===== src/rtl/io_port_master_pkg.sv =====
// Shared types and constants for the I/O port master: FSM state encoding,
// idle enable pattern and the map of which ports are output latches.
package io_port_master_pkg;

  typedef enum logic [2:0] {
    IDLE   = 3'd0,
    SETUP  = 3'd1,
    STROBE = 3'd2,
    ENABLE = 3'd3,
    SAMPLE = 3'd4,
    DONE   = 3'd5
  } state_e;

  // Write ports idle low (strobes), read ports idle high (active-low OEs).
  localparam logic [7:0] IO_ENA_IDLE     = 8'h7C;
  localparam logic [7:0] WRITE_PORT_MASK = 8'h83;

  function automatic logic is_write_port(input logic [2:0] port);
    return WRITE_PORT_MASK[port];
  endfunction

endpackage


===== src/rtl/io_port_master_if.sv =====
// Request/response handshake plus the I/O-side enable/data buses of the port master.
interface io_port_master_if;

  logic       req_valid;
  logic       req_ready;
  logic       req_we;
  logic [2:0] req_port;
  logic [7:0] req_wdata;

  logic       rsp_valid;
  logic [7:0] rsp_rdata;
  logic       rsp_err;

  logic [7:0] io_ena;
  logic [7:0] io_wdata;
  logic [7:0] io_2;
  logic [7:0] io_3;
  logic [7:0] io_4;
  logic [7:0] io_5;
  logic [7:0] io_6;

  modport master (
    input  req_valid, req_we, req_port, req_wdata,
    input  io_2, io_3, io_4, io_5, io_6,
    output req_ready, rsp_valid, rsp_rdata, rsp_err,
    output io_ena, io_wdata
  );

  modport slave (
    output req_valid, req_we, req_port, req_wdata,
    output io_2, io_3, io_4, io_5, io_6,
    input  req_ready, rsp_valid, rsp_rdata, rsp_err,
    input  io_ena, io_wdata
  );

endinterface


===== src/rtl/io_port_master_decode.sv =====
// Combinational port decode: legality of the access direction for a port and
// the one-hot bit selecting that port's enable line.
module io_port_decode
  import io_port_master_pkg::*;
(
  input  logic [2:0] port,
  input  logic       we,
  output logic       legal,
  output logic [7:0] ena_onehot
);

  generate
    for (genvar gi = 0; gi < 8; gi++) begin : g_onehot
      assign ena_onehot[gi] = (port == 3'(gi));
    end
  endgenerate

  // Output latches accept only writes, input buffers only reads.
  assign legal = we ? is_write_port(port) : ~is_write_port(port);

endmodule


===== src/rtl/io_port_master.sv =====
// Sequences single I/O accesses onto eight legacy ports: write strobes,
// read output-enables with sampling, and single-cycle error completion.
module io_port_master
  import io_port_master_pkg::*;
(
  input  logic             Clock,
  input  logic             Reset,
  io_port_master_if.master bus
);

  localparam logic [2:0] ST_IDLE   = 3'(IDLE);
  localparam logic [2:0] ST_SETUP  = 3'(SETUP);
  localparam logic [2:0] ST_STROBE = 3'(STROBE);
  localparam logic [2:0] ST_ENABLE = 3'(ENABLE);
  localparam logic [2:0] ST_SAMPLE = 3'(SAMPLE);
  localparam logic [2:0] ST_DONE   = 3'(DONE);

  logic [2:0] state_reg, state_next;
  logic [2:0] port_reg;
  logic       we_reg;
  logic [7:0] io_ena_reg, io_ena_next;
  logic [7:0] io_wdata_reg;
  logic       rsp_valid_reg;
  logic       rsp_err_reg;
  logic [7:0] rsp_rdata_reg;

  logic       in_idle;
  logic       accept;
  logic [2:0] dec_port;
  logic       dec_we;
  logic       dec_legal;
  logic [7:0] dec_onehot;
  logic [7:0] read_mux;

  assign in_idle = (state_reg == ST_IDLE);
  assign accept  = in_idle && bus.req_valid;

  // In IDLE the decoder looks at the live request so the first cycle of the
  // access can already drive its enable; afterwards it uses the latched copy.
  assign dec_port = in_idle ? bus.req_port : port_reg;
  assign dec_we   = in_idle ? bus.req_we   : we_reg;

  io_port_decode u_decode (
    .port       (dec_port),
    .we         (dec_we),
    .legal      (dec_legal),
    .ena_onehot (dec_onehot)
  );

  always_comb begin
    state_next = state_reg;
    case (state_reg)
      ST_IDLE: begin
        if (bus.req_valid) begin
          if (!dec_legal)
            state_next = ST_DONE;
          else if (bus.req_we)
            state_next = ST_SETUP;
          else
            state_next = ST_ENABLE;
        end
      end
      ST_SETUP:  state_next = ST_STROBE;
      ST_STROBE: state_next = ST_DONE;
      ST_ENABLE: state_next = ST_SAMPLE;
      ST_SAMPLE: state_next = ST_DONE;
      ST_DONE:   state_next = ST_IDLE;
      default:   state_next = ST_IDLE;
    endcase
  end

  // Enables are registered from the next state so the port lines never glitch.
  always_comb begin
    io_ena_next = IO_ENA_IDLE;
    if (state_next == ST_STROBE)
      io_ena_next = IO_ENA_IDLE | dec_onehot;
    else if ((state_next == ST_ENABLE) || (state_next == ST_SAMPLE))
      io_ena_next = IO_ENA_IDLE & ~dec_onehot;
  end

  always_comb begin
    read_mux = 8'h00;
    case (port_reg)
      3'd2:    read_mux = bus.io_2;
      3'd3:    read_mux = bus.io_3;
      3'd4:    read_mux = bus.io_4;
      3'd5:    read_mux = bus.io_5;
      3'd6:    read_mux = bus.io_6;
      default: read_mux = 8'h00;
    endcase
  end

  always_ff @(posedge Clock) begin
    if (Reset) begin
      state_reg     <= ST_IDLE;
      port_reg      <= 3'd0;
      we_reg        <= 1'b0;
      io_ena_reg    <= IO_ENA_IDLE;
      io_wdata_reg  <= 8'h00;
      rsp_valid_reg <= 1'b0;
      rsp_err_reg   <= 1'b0;
      rsp_rdata_reg <= 8'h00;
    end else begin
      state_reg  <= state_next;
      io_ena_reg <= io_ena_next;

      if (accept) begin
        port_reg <= bus.req_port;
        we_reg   <= bus.req_we;
        if (bus.req_we && dec_legal)
          io_wdata_reg <= bus.req_wdata;
      end

      rsp_valid_reg <= (state_next == ST_DONE);
      // Only an illegal access goes straight from IDLE to DONE.
      rsp_err_reg   <= (state_next == ST_DONE) && in_idle;

      if (state_next == ST_DONE)
        rsp_rdata_reg <= (state_reg == ST_SAMPLE) ? read_mux : 8'h00;
    end
  end

  assign bus.req_ready = in_idle;
  assign bus.rsp_valid = rsp_valid_reg;
  assign bus.rsp_err   = rsp_err_reg;
  assign bus.rsp_rdata = rsp_rdata_reg;
  assign bus.io_ena    = io_ena_reg;
  assign bus.io_wdata  = io_wdata_reg;

endmodule


===== src/flat_wrapper.sv =====
// flat-port wrapper written by rule: the top's interface ports become plain ports
module io_port_master_flat import io_port_master_pkg::*;
  (Clock, Reset, bus_req_valid, bus_req_we, bus_req_port, bus_req_wdata, bus_io_2, bus_io_3, bus_io_4, bus_io_5, bus_io_6, bus_req_ready, bus_rsp_valid, bus_rsp_rdata, bus_rsp_err, bus_io_ena, bus_io_wdata);
  io_port_master_if bus_i ();
  input  logic Clock;
  input  logic Reset;
  input wire logic [$bits(bus_i.req_valid)-1:0] bus_req_valid;
  input wire logic [$bits(bus_i.req_we)-1:0] bus_req_we;
  input wire logic [$bits(bus_i.req_port)-1:0] bus_req_port;
  input wire logic [$bits(bus_i.req_wdata)-1:0] bus_req_wdata;
  input wire logic [$bits(bus_i.io_2)-1:0] bus_io_2;
  input wire logic [$bits(bus_i.io_3)-1:0] bus_io_3;
  input wire logic [$bits(bus_i.io_4)-1:0] bus_io_4;
  input wire logic [$bits(bus_i.io_5)-1:0] bus_io_5;
  input wire logic [$bits(bus_i.io_6)-1:0] bus_io_6;
  output wire logic [$bits(bus_i.req_ready)-1:0] bus_req_ready;
  output wire logic [$bits(bus_i.rsp_valid)-1:0] bus_rsp_valid;
  output wire logic [$bits(bus_i.rsp_rdata)-1:0] bus_rsp_rdata;
  output wire logic [$bits(bus_i.rsp_err)-1:0] bus_rsp_err;
  output wire logic [$bits(bus_i.io_ena)-1:0] bus_io_ena;
  output wire logic [$bits(bus_i.io_wdata)-1:0] bus_io_wdata;
  assign bus_i.req_valid = bus_req_valid;
  assign bus_i.req_we = bus_req_we;
  assign bus_i.req_port = bus_req_port;
  assign bus_i.req_wdata = bus_req_wdata;
  assign bus_i.io_2 = bus_io_2;
  assign bus_i.io_3 = bus_io_3;
  assign bus_i.io_4 = bus_io_4;
  assign bus_i.io_5 = bus_io_5;
  assign bus_i.io_6 = bus_io_6;
  assign bus_req_ready = bus_i.req_ready;
  assign bus_rsp_valid = bus_i.rsp_valid;
  assign bus_rsp_rdata = bus_i.rsp_rdata;
  assign bus_rsp_err = bus_i.rsp_err;
  assign bus_io_ena = bus_i.io_ena;
  assign bus_io_wdata = bus_i.io_wdata;
  io_port_master u_core (.Clock(Clock), .Reset(Reset), .bus(bus_i));
endmodule

===== config.mk =====
export PLATFORM = sky130hd
export DESIGN_NAME = io_port_master_flat
export DESIGN_NICKNAME = d
export VERILOG_FILES = /design/src/rtl/io_port_master_pkg.sv /design/src/rtl/io_port_master_if.sv /design/src/rtl/io_port_master_decode.sv /design/src/rtl/io_port_master.sv /design/src/flat_wrapper.sv
export SDC_FILE = /design/constraint.sdc
export NUM_CORES = 1
export LEC_CHECK = 0
export BUFFER_PORTS_ARGS = -buffer_cell sky130_fd_sc_hd__buf_2
export CAP_MARGIN = 10
export CORE_MARGIN = 2
export CORE_UTILIZATION = 53
export CTS_BUF_LIST = sky130_fd_sc_hd__clkbuf_4 sky130_fd_sc_hd__clkbuf_8
export CTS_CLUSTER_DIAMETER = 60
export DETAILED_ROUTE_END_ITERATION = 10
export PLACE_DENSITY = 0.84
export SYNTH_ARGS = -nofsm -noshare
export SYNTH_HDL_FRONTEND = slang
export SYNTH_SLANG_ARGS = --single-unit
export TNS_END_PERCENT = 100

===== constraint.sdc =====
create_clock -name Clock -period 3.4 [get_ports Clock]
set_clock_uncertainty 0.05 [all_clocks]
set_input_delay 1.02 -clock Clock [delete_from_list [all_inputs] [get_ports Clock]]
set_output_delay 1.02 -clock Clock [all_outputs]
set_load 0.1 [all_outputs]

==> results by group, run 1 <==
Yosys
  • Post-synthesis cell type count: 40
  • Top-count cell post-synth: dfxtp_1
  • Post-synthesis area per instance: around 8.6 sq um
  • Post-synth EDFFs: 0
  • Share of the synthesized area in the top cell type: a little over a third
  • Synthesized Nets: 273
  • Commonest cells in the netlist: dfxtp_1, nand2_1, nand3b_1, mux2i_1, nor2_1
  • Synth Flop Type: dfxtp_1
  • Synth Instances: 218
  • Synth warn: 0
  • Post-synth top area cell: dfxtp_1
  • Sequential share of the synthesized area: 35.1%
  • Yosys reg bits: 33
  • Largest cells by area after synthesis: dfxtp_1, mux2i_1, nand3b_1, nand2_1, o211ai_2
  • Mapped cell area: between 1500 and 2000 sq um
  • FFs w/ async S/R, synth: 0%

Worst setup path
  • Reg-to-Reg End: u_core.bus.rsp_rdata[4]
  • R2R Path Start: u_core.port_reg[1]
  • CP startpoint kind: flip-flop
  • Launch point of the worst path: u_core.state_reg[1]
  • Reg2Reg Depth: 4
  • WP data arrival: around 1.9 ns
  • FF-to-FF setup slack: just over 1 ns
  • Worst setup EP type: output port
  • Crit path max fanout: 10
  • Crit path kind: reg2out
  • Required @ worst endpoint: 2.33 ns

Cells and area
  • Fin area: roughly 2300 sq um
  • Area of the multi-input gates: around 1100 sq um
  • Nets: 347
  • Area delta synth->final: 23.6%
  • N_diodes: 0
  • Ratio of cells with drive above 1 in the final layout: between 30% and 40%
  • Fin cells: between 300 and 400
  • Core Util, Final: between 60 and 70%
  • Fill count: around 330
  • Seq. cell area: 661 sq um

Power and ir drop
  • Peak VDD IR: 0.347 mV
  • Leakage: between 0.001 and 0.0015 uW
  • Power per cell area: approximately 430 nW/um^2

STA
  • Slew Viols, Final: 0
  • Fin. Hold Viols: 0
  • Finish-stage setup viols: 0
  • Slew @ Worst Pin: 0.864 ns
  • Rel. slew slack: between 40% and 50%
  • Final period utilization: around 87%
  • Setup TNS: 0 ns
  • Hold Worst Slack: roughly 0.45 ns
  • Peak Freq: 0.340 GHz
  • RSZ-0062 raised after global routing: false
  • Minimum clock period: between 2 and 3 ns

Floorplanning
  • I/O pin count: between 80 and 90
  • Die height: 63.6 microns
  • Die area: 4050 sq um
  • Initial Util: 56.0%
  • Core Area: 3360 sq um
  • DIE WIDTH: 63.6 microns
  • Row cnt: 21

Placement
  • Routability cong.: just over 0.8
  • Placed inst area: 2270 sq um
  • Post-DP HPWL: approximately 3500 microns
  • Placed cell count: 331
  • PortBufs: 81

Detailed routing
  • Wirelength per Cell: between 10 and 15 microns
  • DRC violation total after the first TritonRoute iteration: about 100
  • 1st-pass router iterations: 4
  • Via count: ~1900
  • Mean number of vias per cell: ~5.5
  • DRC violations left: 0
  • Antenna viol nets, final: 0
  • WL final: ~4700 microns

Worst hold path
  • Hold Path Class: reg2reg
  • WHS Endpoint: u_core.bus.io_wdata[4]
  • WHS Path Cells: 2
  • Hold_sp: u_core.bus.io_wdata[4]

Clocking
  • Worst skew pair latency: 0.33 ns
  • CTS tree: built
  • # Post-CTS Setup Buffers: 0
  • Total CTS buffers: 5
  • Max Root-Sink Buffers: 2
  • Clock root buffer master: clkbuf_4
  • Post_cts resized: 0
  • # clock sinks: 33
  • Clk slew on worst S/H paths: 0.10 ns
  • H-tree depth: 2
  • CTS Hold Bufs: 0

Run
  • Max Cap Viol: 0

Global routing
  • Vias in the first global route: about 1800
  • First-pass GRT wire length: 8010 microns
  • Overflow after GRT: 0
  • Pin count of the biggest net entering global routing: 27
  • GRT Util Overall: between 20% and 30%
  • Initial antenna violation count: 0

Status
  • Status: completed
==> critical path, cell delays in order (launching register included) <==
cell      delay, ns
dfxtp_1        0.43
or3_1          0.53
clkinv_4       0.14
buf_2          0.43
==> stage by stage <==
| stage | setup slack, ns | power [uW] |
|---|---|---|
| floorplan | 1.05 | 724 |
| global placement | 0.801 | 785 |
| detailed placement | 0.727 | 789 |
| CTS | 0.477 | 992 |
| global route | 0.384 | 1050 |
| finish | 0.456 | 996 |
==> cell usage in the layout (no fill, tap or decap), drive strengths merged, types with 2 or more instances in the layout <==
cell     count
o211ai       9
nor2b        9
nor4b        2
clkinv       3
buf         82
nor2        14
o21ai        9
o2bb2ai      8
or4          2
nand2b       3
clkbuf       5
or2          2
or3          2
inv          2
or4b         2
dfxtp       33
nand3b      18
nor3         5
mux2i       17
nor3b        2
a211oi       3
a21oi        6
nand2       32
nand3        3
a21boi       8
==> power by group <==
group	internal, uW	total [uW]	switching [uW]
Sequential	406	439	33.0
Clock	77.9	211	133
Combinational	108	346	238
Total	592	996	404
==> logic make-up (layout without fill, tap and decap cells) <==
logic type / Yosys count / in the layout / share of synthesized area [%]
flip-flops: 33 / 33 / 35.1
multiplexers: 17 / 17 / 9.03
AND/OR/NAND/NOR: 101 / 101 / 30.0
buffers and inverters: 18 / 93 / 5.11
AO/OA/AOI/OAI: 49 / 49 / 20.8
==> layout make-up <==
type,instances,area share [%]
flip-flops and latches,33,28.4
multi-input cells,167,48.4
inverters,3,0.698
clock inverters,3,0.752
well taps,46,2.47
repair buffers,82,17.7
clock buffers,5,1.61
==> metal layers <==
layer  wire length [microns]  global-route usage (%)
met5                       0                       0
met4                      19                    7.07
met3                     249                    5.89
met2                    2340                    42.2
met1                    2070                    30.8
==> worst max-delay path by stage <==
stage | endpoint | slack, ns | depth (start not counted)
2_1_floorplan | u_core.bus.rsp_rdata[0] | 1.05 | 5
4_1_cts | bus_req_ready | 0.48 | 3
3_5_place_dp | u_core.bus.rsp_rdata[2] | 0.73 | 5
5_1_grt | bus_req_ready | 0.38 | 3
3_3_place_gp | u_core.bus.rsp_rdata[6] | 0.80 | 5
6_report | bus_req_ready | 0.46 | 3
Power figures use the tool's default switching activity.
==> run 2: changes to the inputs <==
==> constraint.sdc (replaced) <==
create_clock -name Clock -period 3.4 [get_ports Clock]
set_clock_uncertainty 0.05 [all_clocks]
set_input_delay 0.51 -clock Clock [delete_from_list [all_inputs] [get_ports Clock]]
set_output_delay 0.51 -clock Clock [all_outputs]
set_load 0.1 [all_outputs]
==> run 2 against run 1 <==
Sequential power is essentially flat. Combinational power shrank 1%. Cell count is the same. Die area is the same. Flip-flop and latch count is the same. Power grew 9.2%. Wire length shrank 3.3%. Worst setup slack gained 0.54 ns. First-iteration DRC count grew 8.7%. Global-route usage shrank 0.42 points. Via count grew 0.11%. Critical path depth is the same. Largest cell class unchanged. Largest power group unchanged.
==> results by group, run 2 (same netlist as run 1, synthesis figures left out) <==
Floorplanning
  • Core Area: about 3400 sq um
  • Initial Util: a little under three fifths
  • I/O pin count: between 80 and 90
  • Row cnt: 21
  • Die height: around 64 microns
  • Die area: approximately 4000 sq um
  • DIE WIDTH: ~64 microns

Worst hold path
  • Hold Path Class: in2reg
  • WHS Path Cells: 3

Worst setup path
  • Crit path kind: reg2out
  • Worst setup EP type: output port
  • Required @ worst endpoint: between 2 and 3 ns
  • CP startpoint kind: flip-flop
  • WP data arrival: 1.84 ns
  • Crit path max fanout: 10
  • Reg2Reg Depth: 4

Cells and area
  • Nets: ~350
  • N_diodes: 0
  • Seq. cell area: 661 sq um
  • Most common cell after layout, fill and taps aside: buf_2
  • Most frequent cells in the layout: buf_2, dfxtp_1, nand2_1, nand3b_1, mux2i_1
  • Core Util, Final: between 70% and 80%
  • Area of the multi-input gates: 1130 sq um
  • Area delta synth->final: 25.4%
  • Fill count: 320
  • Ratio of cells with drive above 1 in the final layout: 35.5%
  • Fin cells: between 300 and 400

Clocking
  • CTS tree: built
  • CTS Hold Bufs: 0
  • # clock sinks: 33
  • Clock root buffer master: clkbuf_4
  • Post_cts resized: 0
  • Worst skew pair latency: about 0.33 ns
  • Total CTS buffers: 5
  • Max Root-Sink Buffers: 2
  • H-tree depth: 2
  • Clk slew on worst S/H paths: ~0.09 ns
  • # Post-CTS Setup Buffers: 0

STA
  • Worst Slack Setup Final: 1.00 ns
  • Setup TNS: 0 ns
  • Fin. Hold Viols: 0
  • Slew Viols, Final: 0
  • Final period utilization: 70.6%
  • Rel. slew slack: approximately 45%
  • Slew @ Worst Pin: roughly 0.82 ns
  • Peak Freq: around 0.42 GHz
  • RSZ-0062 raised after global routing: false
  • Minimum clock period: ~2.4 ns
  • Finish-stage setup viols: 0

Global routing
  • Overflow after GRT: 0
  • GRT Util Overall: approximately 24%
  • First-pass GRT wire length: 7760 microns
  • Pin count of the biggest net entering global routing: 27
  • Vias in the first global route: ~1800
  • Initial antenna violation count: 0

Power and ir drop
  • Peak VDD IR: about 0.32 mV
  • Leakage: roughly 0.0011 uW
  • Tot Pwr: around 1100 uW
  • Power per cell area: ~460 nW/um^2

Placement
  • PortBufs: 81
  • Post-DP HPWL: roughly 3500 microns
  • Routability cong.: 0.898
  • Dpl ws: ~1.1 ns
  • Placed cell count: around 330

Run
  • Max Cap Viol: 0

Detailed routing
  • WL final: 4530 microns
  • Wirelength per Cell: 13.4 microns
  • DRC violations left: 0
  • Antenna viol nets, final: 0
  • 1st-pass router iterations: 6
  • Via count: 1862
  • Mean number of vias per cell: ~5.5
  • DRC violation total after the first TritonRoute iteration: approximately 110

Status
  • Status: completed
## run 2: cell count changes in the layout (fill, tap and decap cells not counted), sizes merged
cell,before,now
clkinvlp,1,0
clkbuf,5,7
bufinv,0,1
clkinv,3,1
## run 2: worst paths after layout
path,from,to,slack [ns]
setup / recovery,u_core.state_reg[0],bus_req_ready,1.00
hold / removal,bus_req_wdata[0],u_core.bus.io_wdata[0],0.36
setup reg to reg,u_core.port_reg[1],u_core.bus.rsp_rdata[1],1.08
hold reg to reg,u_core.we_reg,u_core.we_reg,0.43
## run 2: area by class of cell
type,instances,share of cell area [%]
Tap cell,46,2.44
Sequential cell,33,28.0
Timing Repair Buffer,82,17.5
Clock inverter,1,1.27
Multi-Input combinational cell,167,47.7
Clock buffer,7,2.49
Inverter,3,0.688
## run 2: power by group
part | internal (uW) | switching (uW) | leakage [uW]
clock | 184 | 126 | 0.0000489
combinational | 108 | 233 | 0.000743
sequential | 406 | 30.1 | 0.000268
## run 2: per-stage QoR
step,hold slack (ns),instance area (sq um)
2_1_floorplan,0.400,1880
3_3_place_gp,0.411,2270
3_5_place_dp,0.416,2270
4_1_cts,0.352,2360
5_1_grt,0.348,2360
6_report,0.360,2360
## run 2: worst max-delay path: stages (launching register included)
cell,delay (ns)
dfxtp_1,0.40
or3_1,0.54
clkinv_4,0.14
buf_2,0.43
## run 2: per-layer routing
| layer | global-route usage (%) | share of wire [%] | vias up |
|---|---|---|---|
| met5 | 0 | 0 | - |
| met4 | 7.07 | 1.2 | 0 |
| met3 | 6.61 | 4.9 | 8 |
| met2 | 43.6 | 52 | 50 |
| met1 | 28.0 | 42 | 863 |
| li1 | - | - | 941 |
==> run 3: changes to the inputs <==
CORE_UTILIZATION = 44   (was 53)
PLACE_DENSITY = 0.74   (was 0.84)
clock period = 2 ns   (was 3.4 ns; I/O delays follow)
==> run 3 against run 2 <==
First-iteration DRC count fell by 9.8%. Worst setup slack got worse by 0.86 ns. Via count increased by 2.7%. Critical endpoint is now u_core.bus.rsp_rdata[5]. Largest cell class unchanged.
==> results by group, run 3 (same netlist as run 1, synthesis figures left out) <==
STA
  • Peak Freq: between 0.5 and 0.6 GHz
  • RSZ-0062 raised after global routing: false
  • Minimum clock period: about 1.9 ns
  • Finish-stage setup viols: 0
  • Hold Worst Slack: 0.206 ns
  • Rel. slew slack: between 60% and 70%
  • Final period utilization: around 93%
  • Fin. Hold Viols: 0
  • Slew @ Worst Pin: around 0.57 ns
  • Slew Viols, Final: 0

Global routing
  • Pin count of the biggest net entering global routing: 26
  • Overflow after GRT: 0
  • First-pass GRT wire length: around 8100 microns
  • Initial antenna violation count: 0
  • Vias in the first global route: around 1900
  • GRT Util Overall: around a fifth

Cells and area
  • Area delta synth->final: 33.4%
  • Fin cells: around 360
  • Most common cell after layout, fill and taps aside: buf_2
  • N_diodes: 0
  • Ratio of cells with drive above 1 in the final layout: just under 40%
  • Nets: 363
  • Fill count: roughly 370
  • Core Util, Final: around three fifths
  • Fin area: roughly 2500 sq um
  • Most frequent cells in the layout: buf_2, dfxtp_1, nand2_1, nand3b_1

Worst hold path
  • Hold Path Class: in2reg
  • WHS Endpoint: u_core.bus.io_wdata[1]
  • Hold_sp: bus_req_wdata[1]
  • WHS Path Cells: 3

Detailed routing
  • WL met1: 2080 microns
  • Uppermost layer routed: met4
  • DRC violations left: 0
  • Wirelength per Cell: 13.2 microns
  • Mean number of vias per cell: approximately 5.4
  • DRC violation total after the first TritonRoute iteration: between 100 and 150
  • Met3 WL: between 200 and 300 microns
  • Via count: ~1900
  • WL final: between 4000 and 5000 microns
  • Antenna viol nets, final: 0
  • Met2 wire length: about 2300 microns
  • 1st-pass router iterations: 4

Clocking
  • # clock sinks: 33
  • Total CTS buffers: 5
  • Worst skew pair latency: about 0.28 ns
  • CTS tree: built
  • Post_cts resized: 0
  • Max Root-Sink Buffers: 2
  • Clk slew on worst S/H paths: around 0.06 ns
  • H-tree depth: 2
  • Clock root buffer master: clkbuf_8
  • CTS Hold Bufs: 0
  • # Post-CTS Setup Buffers: 0

Placement
  • Post-DP HPWL: 3650 microns
  • PortBufs: 81
  • Routability cong.: between 0.8 and 0.9
  • Placed cell count: between 300 and 400
  • Placed inst area: 2430 sq um

Worst setup path
  • Crit path kind: reg2reg
  • R2R Path Start: u_core.state_reg[0]
  • Crit-path slowest cell: or4_4
  • CP startpoint kind: flip-flop
  • Critical path cell sequence: or3_4 > and4_4 > or4_4 > o211ai_2
  • Max incr delay on CP: between 0.6 and 0.7 ns
  • Crit path max fanout: 8
  • Worst setup EP type: flip-flop
  • Launch point of the worst path: u_core.state_reg[0]
  • Reg-to-Reg End: u_core.bus.rsp_rdata[5]
  • Required @ worst endpoint: 2.16 ns
  • Reg2Reg Depth: 4
  • WP data arrival: a little over 2 ns
  • FF-to-FF setup slack: 0.14 ns

Floorplanning
  • Die area: approximately 4800 sq um
  • Die height: 69.4 microns
  • I/O pin count: 82
  • DIE WIDTH: 69.4 microns
  • Initial Util: between 40% and 50%
  • Row cnt: 23
  • Core Area: just over 4000 sq um

Power and ir drop
  • Power per cell area: about 750 nW/um^2
  • Peak VDD IR: roughly 0.43 mV
  • Leakage: 0.00115 uW

Status
  • Status: completed

Run
  • Max Cap Viol: 0
## run 3: worst max-delay path by stage
stage	endpoint	slack, ns
2_1_floorplan	u_core.bus.rsp_rdata[0]	-0.01
3_3_place_gp	u_core.bus.rsp_rdata[4]	0.09
3_5_place_dp	u_core.bus.rsp_rdata[5]	0.05
4_1_cts	u_core.bus.rsp_rdata[0]	0.04
5_1_grt	u_core.state_reg[2]	0.04
6_report	u_core.bus.rsp_rdata[5]	0.14
## run 3: where the power goes
group	total [uW]	internal, uW	switching (uW)	leakage (uW)
sequential	712	691	20.1	0.000268
clock	440	228	212	0.0000399
combinational	735	276	459	0.000839
## run 3: cell type report
cell class                 count  area (sq um)  area share, %
clock buffer                   5          68.8           2.74
clock inverter                 1          5.00          0.199
inverter                       3          23.8          0.946
multi-input combinational    167          1140           45.5
sequential                    33           661           26.3
tap                           50          62.6           2.49
timing repair buffer          98           548           21.8
## run 3: through the flow
stage               TNS, ns  power, uW  worst slack (ns)
CTS                       0       1890            0.0369
global placement          0       1440            0.0876
finish                    0       1890             0.143
detailed placement        0       1450            0.0541
floorplan           -0.0875       1240           -0.0109
global route              0       1990            0.0378
## run 3: per-layer routing
| metal | GRT usage, % | vias up |
|---|---|---|
| met5 | 0 | - |
| met4 | 7.63 | 0 |
| met3 | 4.07 | 8 |
| met2 | 33.4 | 62 |
| met1 | 25.7 | 878 |
| li1 | - | 965 |
## run 3: worst max-delay path: cells and delay by family, from the launching register on
| kind | cells | cell delay [ns] |
|---|---|---|
| simple gates | 3 | 1.23 |
| compound gates | 1 | 0.19 |
| flops | 1 | 0.31 |
